### src/rtl/types_pkg.sv
// Shared types for the panel receiver: RGB565 pixel and capture state encoding.
package types_pkg;

    typedef struct packed {
        logic [4:0] r;
        logic [5:0] g;
        logic [4:0] b;
    } rgb565_t;

    typedef enum logic [1:0] {
        WAIT_VSYNC = 2'd0,
        WAIT_LINE  = 2'd1,
        IN_LINE    = 2'd2
    } rx_state_t;

endpackage

### src/rtl/pixel_fifo.sv
// Count-based pixel FIFO with a combinational read port, so an entry is visible the cycle after push.
module pixel_fifo #(
    parameter int WIDTH = 22,
    parameter int DEPTH = 4
) (
    input  logic             clk_pix,
    input  logic             rstn,
    input  logic             push,
    input  logic [WIDTH-1:0] push_data,
    input  logic             pop,
    output logic             valid,
    output logic [WIDTH-1:0] pop_data,
    output logic             drop
);
    localparam int AW = $clog2(DEPTH);

    logic [WIDTH-1:0] mem [DEPTH];
    logic [AW-1:0]    wr_ptr;
    logic [AW-1:0]    rd_ptr;
    logic [AW:0]      count;
    logic             full;
    logic             pop_ok;
    logic             push_ok;

    assign full     = (count == (AW+1)'(DEPTH));
    assign valid    = (count != '0);
    assign pop_ok   = pop && valid;
    // A pop frees the slot in the same edge, so a full FIFO still accepts the push.
    assign push_ok  = push && (!full || pop_ok);
    assign drop     = push && full && !pop_ok;
    assign pop_data = valid ? mem[rd_ptr] : '0;

    always_ff @(posedge clk_pix) begin
        if (push_ok) mem[wr_ptr] <= push_data;
    end

    always_ff @(posedge clk_pix) begin
        if (!rstn) begin
            wr_ptr <= '0;
            rd_ptr <= '0;
            count  <= '0;
        end else begin
            if (push_ok) wr_ptr <= wr_ptr + 1'b1;
            if (pop_ok)  rd_ptr <= rd_ptr + 1'b1;
            case ({push_ok, pop_ok})
                2'b10:   count <= count + 1'b1;
                2'b01:   count <= count - 1'b1;
                default: count <= count;
            endcase
        end
    end

endmodule

### src/rtl/panel_receiver.sv
// RGB565 parallel panel receiver: frames de/vsync into a pixel stream with coordinates and lock/error status.
//   state      | meaning
//   WAIT_VSYNC | unsynchronised or display disabled; de ignored until a vsync edge
//   WAIT_LINE  | inside a frame, between lines
//   IN_LINE    | de active, capturing pixels of the current line
import types_pkg::*;

module panel_receiver #(
    parameter int H_ACTIVE        = 800,
    parameter int V_ACTIVE        = 480,
    parameter int SYNC_ACTIVE_LOW = 1,
    parameter int FIFO_DEPTH      = 4
) (
    input  logic                        clk_pix,
    input  logic                        rstn,
    input  logic                        disp_en,
    input  logic                        hsync,
    input  logic                        vsync,
    input  logic                        de,
    input  logic [4:0]                  r,
    input  logic [5:0]                  g,
    input  logic [4:0]                  b,
    output logic                        pix_m_valid,
    input  logic                        pix_m_ready,
    output logic [15:0]                 pix_m_data,
    output logic [$clog2(H_ACTIVE)-1:0] pix_m_x,
    output logic [$clog2(V_ACTIVE)-1:0] pix_m_y,
    output logic                        pix_m_sof,
    output logic                        pix_m_eol,
    output logic                        frame_done,
    output logic [15:0]                 frame_count,
    output logic                        locked,
    output logic                        line_err,
    output logic                        frame_err,
    output logic                        overflow,
    input  logic                        err_clear
);
    localparam int XOW = $clog2(H_ACTIVE);
    localparam int YOW = $clog2(V_ACTIVE);
    localparam int XW  = $clog2(H_ACTIVE + 1);
    localparam int YW  = $clog2(V_ACTIVE + 1);
    localparam int PW  = 16 + XOW + YOW + 2;
    localparam logic [XW-1:0] H_MAX  = XW'(H_ACTIVE);
    localparam logic [XW-1:0] H_LAST = XW'(H_ACTIVE - 1);
    localparam logic [YW-1:0] V_MAX  = YW'(V_ACTIVE);

    logic    en_q, vs_q, vs_prev, de_q, clr_q, hsync_q;
    rgb565_t rgb_q;
    logic    vs_edge;
    logic    hsync_unused;

    rx_state_t     state, state_next;
    logic [XW-1:0] x, x_next;
    logic [YW-1:0] y, y_next, y_end;
    logic          push, line_ev, frame_ev, eof, frame_start;
    logic          drop, err_any, frame_bad;
    logic [PW-1:0] cap_data, fifo_q;

    // vs_q holds vsync normalised to active-high.
    always_ff @(posedge clk_pix) begin
        if (!rstn) begin
            en_q    <= 1'b0;
            vs_q    <= 1'b0;
            vs_prev <= 1'b0;
            de_q    <= 1'b0;
            clr_q   <= 1'b0;
            hsync_q <= 1'b0;
            rgb_q   <= '0;
        end else begin
            en_q    <= disp_en;
            vs_q    <= (SYNC_ACTIVE_LOW != 0) ? ~vsync : vsync;
            vs_prev <= vs_q;
            de_q    <= de;
            clr_q   <= err_clear;
            hsync_q <= hsync;
            rgb_q   <= '{r: r, g: g, b: b};
        end
    end

    // Line framing is taken from de alone; hsync is sampled but not needed.
    assign hsync_unused = hsync_q;
    assign vs_edge      = vs_q && !vs_prev;
    assign y_end        = (y < V_MAX) ? y + 1'b1 : y;

    always_comb begin
        state_next  = state;
        x_next      = x;
        y_next      = y;
        push        = 1'b0;
        line_ev     = 1'b0;
        frame_ev    = 1'b0;
        eof         = 1'b0;
        frame_start = 1'b0;
        if (!en_q) begin
            state_next = WAIT_VSYNC;
            x_next     = '0;
            y_next     = '0;
        end else begin
            case (state)
                WAIT_VSYNC: begin
                    if (vs_edge) begin
                        state_next  = WAIT_LINE;
                        x_next      = '0;
                        y_next      = '0;
                        frame_start = 1'b1;
                    end
                end
                WAIT_LINE: begin
                    if (vs_edge) begin
                        x_next      = '0;
                        y_next      = '0;
                        frame_start = 1'b1;
                        if (y != '0) begin
                            eof      = 1'b1;
                            frame_ev = (y != V_MAX);
                        end
                    end else if (de_q) begin
                        state_next = IN_LINE;
                        x_next     = XW'(1);
                        push       = (y < V_MAX);
                        frame_ev   = (y >= V_MAX);
                    end
                end
                IN_LINE: begin
                    if (vs_edge || !de_q) begin
                        state_next = WAIT_LINE;
                        x_next     = '0;
                        line_ev    = (x != H_MAX);
                        y_next     = y_end;
                        if (vs_edge) begin
                            eof         = 1'b1;
                            frame_ev    = (y_end != V_MAX);
                            y_next      = '0;
                            frame_start = 1'b1;
                        end
                    end else begin
                        push     = (x < H_MAX) && (y < V_MAX);
                        line_ev  = (x >= H_MAX);
                        frame_ev = (y >= V_MAX);
                        x_next   = (x < H_MAX) ? x + 1'b1 : x;
                    end
                end
                default: begin
                    state_next = WAIT_VSYNC;
                    x_next     = '0;
                    y_next     = '0;
                end
            endcase
        end
    end

    always_ff @(posedge clk_pix) begin
        if (!rstn) begin
            state <= WAIT_VSYNC;
            x     <= '0;
            y     <= '0;
        end else begin
            state <= state_next;
            x     <= x_next;
            y     <= y_next;
        end
    end

    assign cap_data = {rgb_q, x[XOW-1:0], y[YOW-1:0],
                       (x == '0) && (y == '0), (x == H_LAST)};

    pixel_fifo #(.WIDTH(PW), .DEPTH(FIFO_DEPTH)) u_fifo (
        .clk_pix  (clk_pix),
        .rstn     (rstn),
        .push     (push),
        .push_data(cap_data),
        .pop      (pix_m_ready),
        .valid    (pix_m_valid),
        .pop_data (fifo_q),
        .drop     (drop)
    );

    assign {pix_m_data, pix_m_x, pix_m_y, pix_m_sof, pix_m_eol} = fifo_q;
    assign err_any = line_ev || frame_ev || drop;

    always_ff @(posedge clk_pix) begin
        if (!rstn) begin
            frame_done  <= 1'b0;
            frame_count <= '0;
            locked      <= 1'b0;
            frame_bad   <= 1'b0;
            line_err    <= 1'b0;
            frame_err   <= 1'b0;
            overflow    <= 1'b0;
        end else begin
            frame_done  <= eof;
            frame_count <= frame_count + 16'(eof);
            frame_bad   <= frame_start ? 1'b0 : (frame_bad || err_any);
            if (!en_q || err_any)     locked <= 1'b0;
            else if (eof && !frame_bad) locked <= 1'b1;
            // A new error in the clearing cycle wins.
            line_err  <= line_ev  || (line_err  && !clr_q);
            frame_err <= frame_ev || (frame_err && !clr_q);
            overflow  <= drop     || (overflow  && !clr_q);
        end
    end

endmodule

### config.mk
export PLATFORM = sky130hd
export DESIGN_NAME = panel_receiver
export DESIGN_NICKNAME = d
export VERILOG_FILES = /design/src/rtl/types_pkg.sv /design/src/rtl/pixel_fifo.sv /design/src/rtl/panel_receiver.sv
export SDC_FILE = /design/constraint.sdc
export NUM_CORES = 1
export LEC_CHECK = 0
export ABC_AREA = 0
export BUFFER_PORTS_ARGS = -buffer_cell sky130_fd_sc_hd__buf_2
export CORE_UTILIZATION = 60
export CTS_CLUSTER_SIZE = 20
export DETAILED_ROUTE_END_ITERATION = 10
export GPL_TIMING_DRIVEN = 1
export MAX_ROUTING_LAYER = met4
export PLACE_DENSITY = 0.8
export SYNTH_ARGS = -nofsm -noshare
export SYNTH_HDL_FRONTEND = slang
export SYNTH_SLANG_ARGS = --single-unit
export TNS_END_PERCENT = 50
### constraint.sdc
create_clock -name clk_pix -period 6.7 [get_ports clk_pix]
set_input_delay 1.005 -clock clk_pix [delete_from_list [all_inputs] [get_ports clk_pix]]
set_output_delay 1.005 -clock clk_pix [all_outputs]
set_load 0.01 [all_outputs]
---- Yosys cells after proc, flatten, opt, wreduce, memory -nomap -nowiden ----
Memory sizes are Yosys's and may differ from the RTL's. A register that Yosys moved wholly into a read port is not among the register bits.
Index checks and enable logic that the tools add are counted.
word-level totals
  bits in registers ....................... 71
  memory bits (writable) .................. 148
  input bits .............................. 24
  output and inout port bits .............. 59
  logic and storage cells ................. 136
  memories kept ........................... 1
operators by class
  add/sub/neg operators ................... 7
  order comparisons ....................... 4
  equality and inequality tests ........... 16
  muxes and demuxes ....................... 45
  bitwise operators ....................... 2
  reduce and logical (&&, ||, !) cells .... 40
memories
  name        depth  width  rd ports  clocked after memory_dff  write ports  RTL line          RTL
  u_fifo.mem  4      37     1         1                         1            pixel_fifo.sv:17  logic [WIDTH-1:0] mem [DEPTH];
operator list
  operator                                            count
  2-to-1 mux 10 bit                                   5
  2-to-1 mux 37 bit                                   1
  2-to-1 mux 9 bit                                    4
  case mux 10 bit (3 select lines)                    1
  2-to-1 mux 1 bit                                    21
  != test 9 bit, second input constant                2
  case mux 9 bit (2 select lines)                     1
  adder 16 x 1 -> 16 bit                              1
  2-to-1 mux 2 bit                                    6
  logical AND 1 bit                                   11
  adder 10 x 1 -> 10 bit, second input constant       1
  == test 10 bit, second input constant               1
  >= comparator 10 bit, second input constant         1
  zero test 10 bit                                    1
  less-than comparator 10 bit, second input constant  1
  != test 10 bit, second input constant               1
  adder 9 x 1 -> 9 bit, second input constant         1
  >= comparator 9 bit, second input constant          1
  zero test 9 bit                                     1
  logical OR 1 bit                                    9
  less-than comparator 9 bit, second input constant   1
  nonzero test 9 bit                                  1
  != test 2 bit, second input constant                4
  case mux 1 bit (2 select lines)                     4
  other kinds (19)                                    33

---- Depth between registers and ports, before layout ----
Gate-level depths: netlist (run 1).
  depth after elaboration ................. 11
  depth in mapped cells ................... 14
  depth with buffers taken out ............ 12

---- Cells and area by module ----
Synthesis (run 1) repeated with hierarchy kept, for this count alone.
second synthesis, totals
  cell total of the unflattened synthesis .. 639
  area, all modules ....................... 9,177.6 µm²
by module, submodules not included
  module          instances  cells an instance  area an instance (µm²)  sequential area each (µm²)
  pixel_fifo      1          297                6,179.7                 4,624.4
  panel_receiver  1          342                2,997.9                 1,281.2

---- Worst setup path after synthesis (run 1) ----
No wires, ideal clock.
  path type ............................... register -> register
  from .................................... register state[1]
  to ...................................... memory u_fifo.mem[0][0] (netlist bit) (enable)
  setup time .............................. 0.398 ns
  arrival ................................. 2.401 ns
  required time ........................... 6.302 ns
  slack ................................... 3.902 ns
  stages on the path, launching flop included .. 8
  path buffers ............................ 0
  period minus slack after synthesis ...... 2.798 ns
  cells stage by stage .................... dfxtp_1 inv_1 ha_1 nand2_1 nor2_1 o2111ai_2 nor2b_1 and2_1
on the way
  word-level cells in the longest chain between the ends .. 6
  elaborated cells between the ends (all ways) .. 7
  those cells by class .................... eq/ne: 2; mux: 4; reduce/logical: 1
ends and longest elaborated chain
  item                                                     RTL line               RTL
  start, declared                                          panel_receiver.sv:52   rx_state_t state, state_next;
  start signal, assigned                                   panel_receiver.sv:158  state <= state_next;
  == test 2 bit or == test 2 x 1 -> 1 bit (tied branches)  panel_receiver.sv:99   case (state)
  case mux 1 bit (2 select lines) (*)                      panel_receiver.sv:99
  2-to-1 mux 1 bit (*)                                     panel_receiver.sv:94   if (!en_q) begin
  logical AND 1 bit (*)                                    pixel_fifo.sv:29       assign push_ok = push && (!full || pop_ok);
  2-to-1 mux 1 bit (*)                                     pixel_fifo.sv:34       if (push_ok) mem[wr_ptr] <= push_data;
  2-to-1 mux 1 bit (not written as such) (*)               pixel_fifo.sv:34
  end, declared                                            pixel_fifo.sv:17
Every way passes the cells marked *; elsewhere a longest branch is shown, timed or not.

==> impl_results.md, run 1 <==
* Die ar. at 15800 sq um
* Clock buffer count from CTS at 22
* DRC Markers at 0
* Fmax at 296 MHz
* Initial antenna violation count at 0
* Synth top area cells: edfxtp_1 48%, dfxtp_1 16%, mux4_2 9.1%, and2_1 5.5%, ha_1 1.9%
* ANT nets after route at 0
* Hold Crit Class: reg2reg
* Post-CTS Setup Inserts at 0
* Clock latency on the worst-skew pair at 510 ps
* CP Capture Type: output pin
* Setup Skew at 23.5 ps
* Core area at 14800 sq um
* IO buf count at 81
* Clk buf depth at 3
* Pleak at 0.00386 uW
* Synth cell types at 61
* Setup CP Type: reg2out
* Worst VDD drop at 0.224 mV
* FF+latch area at 5910 sq um
* Hold-fix buffers, CTS at 0
* Sequential share of the synthesized area at 64.2%
* Slew at the pin closest to its max-slew limit at 766 ps
* Post-synth EDFFs at 148
* Overall global routing resource usage at 23.8%
* Number of antenna diodes at 0
* CTS sink count at 221
* Cell taking the most area after synthesis: edfxtp_1
* Hold_ws at 478 ps
* Finish-stage setup viols at 0
* Footprint of the multi-input gates at 3080 sq um
* Largest net degree at the start of global routing at 52
* PostCTS Resize Cnt at 0
* Layout Nets at 763
* Yosys reg bits at 221
* Fin util at 71.2%
* Synth top area share at 48.3%
* Tcrit/Tclk final at 50.5%
* P&R area growth vs syn at 14.3%
* Final hold violations at 0
* Startpoint class of the critical path: register
* Relative slew slack at 49.0%
* Initial core utilization at 62.3%
* Fraction of layout cells with a size suffix above 1 at 23.6%
* Row count at 44
* CTS tree: yes
* Status: finished, final reports clean
* Vias per cell at 6.08
* Count leader, synth: edfxtp_1
* Synthesized area at 9190 sq um
* Max-cap violation count at 0
* DR iter-0 viols at 513
* I/O Pins at 83
* Setup tns final at 0 ps
* Unrepaired setup endpoints after global routing: false
* Drt total wl at 17700 microns
* Drt wl/cell at 19.1 microns
* Slew Viols, Final at 0
* Mapped Avg Cell Area at 14.2 sq um
* Vias in the first global route at 5649
* CP Max Fanout at 37
* Chip height at 126 microns
* First-pass GRT wire length at 28700 microns
* Die Wd at 126 microns
* FILL cells at 967
* Post-synth top cells: 148 x edfxtp_1, 81 x and2_1, 73 x dfxtp_1
* Critical path arrival at 2380 ps
* Tmin final at 3380 ps
* Placer's final routability congestion estimate at 0.856
* 1st-pass router iterations at 5
* Synth warnings at 0
* Syn nets at 688
* Worst-path clk slew at 60 ps
* Root Driver: clkbuf_16
* Post-Syn Instances at 649
* Total gr overflow at 0
* Pwr per Cell Area at 265 nW/um^2
* Final HPWL DP at 10500 microns
* Top_reg_cell synth: edfxtp_1
* Vias at 5617
* Critical path required time at 5690 ps
* Async set or reset register ratio after synthesis at 0%
* H-tree depth at 1
-- cell usage in the layout, fill, tap and decap left out, drive strengths merged, types with 3 or more instances in the layout --
master     n
a211oi     3
a21boi     3
a21o       4
a21oi     14
a311oi     3
a31oi      3
and2      81
and3      11
buf       88
bufinv     4
clkbuf    32
dfxtp     73
edfxtp   148
ha        14
inv       14
mux2i      3
mux4      37
nand2     28
nand2b     3
nand3     17
nand4     12
nor2      34
nor2b      9
nor3      11
nor4       6
nor4b      3
o2111ai    4
o21ai     12
o311a      3
or3        8
xnor2     17
xor2       7
-- worst paths after layout --
path / startpoint / cells past startpoint / endpoint / slack [ps]
min: cap_data[36] / 0 / u_fifo.mem[1][36] / 480
max: register / 4 / pix_m_data[9] / 3320
max reg2reg: state[1] / 8 / u_fifo.mem[0][20] / 3480
min reg2reg: cap_data[36] / 0 / u_fifo.mem[1][36] / 480
-- cells by family after synthesis --
group                      after synthesis  share of synthesized area (%)
buffers and inverters                   51                           2.27
DFF                                    221                           64.2
AOI/OAI and AO/OA                       66                           5.44
adders and majority gates               15                           2.12
xor gates and xnor gates                24                           2.29
and+or+nand+nor                        232                           14.2
muxes                                   40                           9.39
-- registers in the layout (all words and copies together), names as in the netlist, 2 cells and up, named ones only --
signal	cells
u_fifo.mem	148
cap_data	16
frame_count	16
x	10
y	9
u_fifo.count	3
state	2
u_fifo.rd_ptr	2
u_fifo.wr_ptr	2
-- per-stage QoR --
| stage | cells | power (uW) | area (sq um) | setup WS (ps) |
|---|---|---|---|---|
| floorplan | 649 | 1500 | 9190 | 3900 |
| global placement | 884 | 1510 | 9730 | 3580 |
| CTS | 924 | 2800 | 10500 | 3240 |
| global route | 924 | 2870 | 10500 | 3160 |
| finish | 924 | 2790 | 10500 | 3320 |
| detailed placement | 884 | 1520 | 9730 | 3510 |
-- worst max-delay path, stage by stage (launching register included) --
cell and delay, ps:
dfxtp_2 320, buf_4 610, mux4_2 610, and2_1 180, buf_2 140
-- per-layer routing --
metal | GRT usage (%) | vias up | routed length, microns | part of all wire, %
li1 | - | 2572 | - | -
met1 | 30.4 | 2779 | 7310 | 41
met2 | 39.6 | 227 | 8930 | 50
met3 | 3.36 | 39 | 1030 | 5.8
met4 | 7.73 | 0 | 408 | 2.3
met5 | - | - | 0 | 0
-- cell type report --
class                           count  area share, %
Multi-Input combinational cell    377           29.3
Timing Repair Buffer               88           4.36
Tap cell                          184           2.19
Inverter                           14          0.500
Sequential cell                   221           56.2
Clock buffer                       32           5.93
Clock inverter                      8           1.49
-- where the power goes --
part	leakage, uW	switching, uW	internal (uW)
logic	0.00146	18.5	12.0
clock network	0.000375	495	804
registers	0.00202	7.03	1450
No activity file was read; power rests on OpenSTA's default activity.
==> inputs of run 2 (changes only) <==
--- a/config.mk
+++ b/config.mk
@@ -5,14 +5,14 @@
 export SDC_FILE = /design/constraint.sdc
 export NUM_CORES = 1
 export LEC_CHECK = 0
-export ABC_AREA = 0
+export ABC_AREA = 1
 export BUFFER_PORTS_ARGS = -buffer_cell sky130_fd_sc_hd__buf_2
-export CORE_UTILIZATION = 60
+export CORE_UTILIZATION = 59
 export CTS_CLUSTER_SIZE = 20
 export DETAILED_ROUTE_END_ITERATION = 10
 export GPL_TIMING_DRIVEN = 1
 export MAX_ROUTING_LAYER = met4
-export PLACE_DENSITY = 0.8
+export PLACE_DENSITY = 0.79
 export SYNTH_ARGS = -nofsm -noshare
 export SYNTH_HDL_FRONTEND = slang
 export SYNTH_SLANG_ARGS = --single-unit
==> constraint.sdc (replaced) <==
create_clock -name clk_pix -period 3.5 [get_ports clk_pix]
set_input_delay 0.525 -clock clk_pix [delete_from_list [all_inputs] [get_ports clk_pix]]
set_output_delay 0.525 -clock clk_pix [all_outputs]
set_load 0.01 [all_outputs]
==> impl_results.md, run 2 <==
* Die ar. at 16100 sq um
* Vias in the first global route at 6284
* FF-to-FF End: frame_count[12]
* Chip height at 127 microns
* Worst VDD drop at 0.387 mV
* Clk buf depth at 3
* CP Max Fanout at 74
* Post-Synth XOR/XNOR Area at 0.0953%
* Worst hold endpoint: vs_q
* Slew at the pin closest to its max-slew limit at 823 ps
* Compound-cell area share of the yosys netlist at 10.9%
* Hold Crit Class: in2reg
* 1st-pass router iterations at 5
* Status: finished, final reports clean
* Clock buffer count from CTS at 23
* IO buf count at 81
* CP Capture Type: output pin
* DRC Markers at 0
* Clock latency on the worst-skew pair at 510 ps
* Finish-stage setup viols at 0
* Total gr overflow at 0
* Number of antenna diodes at 0
* Power, Total at 6460 uW
* Critical R2R Launch: y[0]
* Final hold violations at 0
* FILL cells at 1127
* Synth top area share at 48.4%
* Startpoint class of the critical path: register
* Post-synth EDFFs at 148
* Max-cap violation count at 0
* Async set or reset register ratio after synthesis at 0%
* Commonest non-fill, non-tap cell in the layout: nor2_1
* Setup Skew at 22.0 ps
* Synthesized area at 9190 sq um
* Critical path required time at 2970 ps
* Hold_ws at 187 ps
* Largest net degree at the start of global routing at 75
* DR iter-0 viols at 670
* Syn nets at 957
* Setup CP Type: reg2out
* Synth top area cells: edfxtp_1 48%, dfxtp_1 16%, nor2_1 7.6%, o21ai_0 5.0%, nand2_1 4.2%
* Relative slew slack at 45.1%
* Vias at 6587
* Max reg flops at 148
* Layout Nets at 1044
* P&R area growth vs syn at 15.4%
* Die Wd at 127 microns
* Hold-fix buffers, CTS at 0
* H-tree depth at 1
* I/O Pins at 83
* Main combinational cell family by area after synthesis: simple AND/OR/NAND/NOR gates
* Post-synthesis adder-cell area fraction at 2.12%
* Initial core utilization at 60.4%
* Mapped Avg Cell Area at 10.0 sq um
* Finished Cell Area at 10600 sq um
* Root Driver: clkbuf_16
* Synth warnings at 0
* Reg with most FFs: u_fifo.mem
* CTS sink count at 221
* Worst-path clk slew at 60 ps
* First-pass GRT wire length at 31300 microns
* DP Area at 9860 sq um
* Final HPWL DP at 11300 microns
* Placer's final routability congestion estimate at 0.960
* Commonest cells after routing, fill and taps aside: 182 x nor2_1, 148 x edfxtp_1, 102 x nand2_1
* Min-Delay Path Depth at 2
* Unrepaired setup endpoints after global routing: false
* Flop2flop setup slack at 690 ps
* Yosys reg bits at 221
* Tmin final at 2870 ps
* CTS tree: yes
* Slew Viols, Final at 0
* Tcrit/Tclk final at 82.1%
* Fraction of layout cells with a size suffix above 1 at 18.2%
* ANT nets after route at 0
* Core area at 15200 sq um
* Post-CTS Setup Inserts at 0
* Pleak at 0.00430 uW
* Fin util at 69.7%
* Row count at 45
* Count leader, synth: nor2_1
* Multiplexer area fraction after synthesis at 0%
* Drt wl/cell at 15.9 microns
* Overall global routing resource usage at 25.5%
* Pwr per Cell Area at 609 nW/um^2
* Post-synth top cells: 186 x nor2_1, 148 x edfxtp_1, 102 x nand2_1
* Sequential share of the synthesized area at 64.3%
* Footprint of the multi-input gates at 2800 sq um
* Top_reg_cell synth: edfxtp_1
* PostCTS Resize Cnt at 0
* Fmax at 348 MHz
* Vias per cell at 5.44
* Setup tns final at 0 ps
* Synth Area in Simple Gates at 17.1%
* FF+latch area at 5910 sq um
* Synth cell types at 42
* Initial antenna violation count at 0
* Post-Syn Instances at 918
* Critical path arrival at 2350 ps
* Worst reg2reg path depth at 20
* Drt total wl at 19300 microns
* Min-Delay Startpoint: vsync
* Cell taking the most area after synthesis: edfxtp_1
-- run 2: kinds of logic after synthesis --
| group | Yosys count |
|---|---|
| AOI/OAI and AO/OA | 188 |
| xor gates and xnor gates | 1 |
| adders and majority gates | 15 |
| buffers and inverters | 134 |
| DFF | 221 |
| and+or+nand+nor | 359 |
-- run 2: worst max path at each step --
stage / start / to / slack [ps]
4_1_cts: register / pix_m_y[2] / 600
5_1_grt: y[0] / frame_count[15] / 360
3_3_place_gp: y[0] / frame_count[12] / 800
3_5_place_dp: y[0] / frame_count[15] / 720
6_report: register / pix_m_y[2] / 630
2_1_floorplan: state[0] / u_fifo.mem[0][0] / 180
-- run 2: layout make-up --
cell class / instances / area share (%)
Tap cell: 188 / 2.22
Clock inverter: 11 / 1.04
Multi-Input combinational cell: 563 / 26.4
Inverter: 102 / 3.63
Sequential cell: 221 / 55.7
Timing Repair Buffer: 94 / 4.98
Clock buffer: 31 / 5.99
-- run 2: metal layers --
| layer | GRT usage [%] | part of all wire (%) | vias to the layer above |
|---|---|---|---|
| li1 | - | - | 3249 |
| met1 | 32.6 | 43 | 3122 |
| met2 | 42.7 | 50 | 189 |
| met3 | 3.16 | 5.9 | 27 |
| met4 | 8.05 | 1.8 | 0 |
| met5 | - | 0 | - |
-- run 2: through the flow --
step	instances	setup slack, ps
floorplan	918	181
global placement	1168	803
detailed placement	1168	721
CTS	1210	599
global route	1210	357
finish	1210	626
-- run 2: power breakdown --
part | switching, uW | internal (uW)
registers | 33.0 | 2810
clock network | 964 | 1420
logic | 853 | 383
-- run 2: critical path: stages, from the launching register on --
cell and delay, ps:
dfxtp_2 340, buf_4 600, nor2_1 110, nor2_1 100
o21ai_0 100, a21oi_1 320, buf_2 200
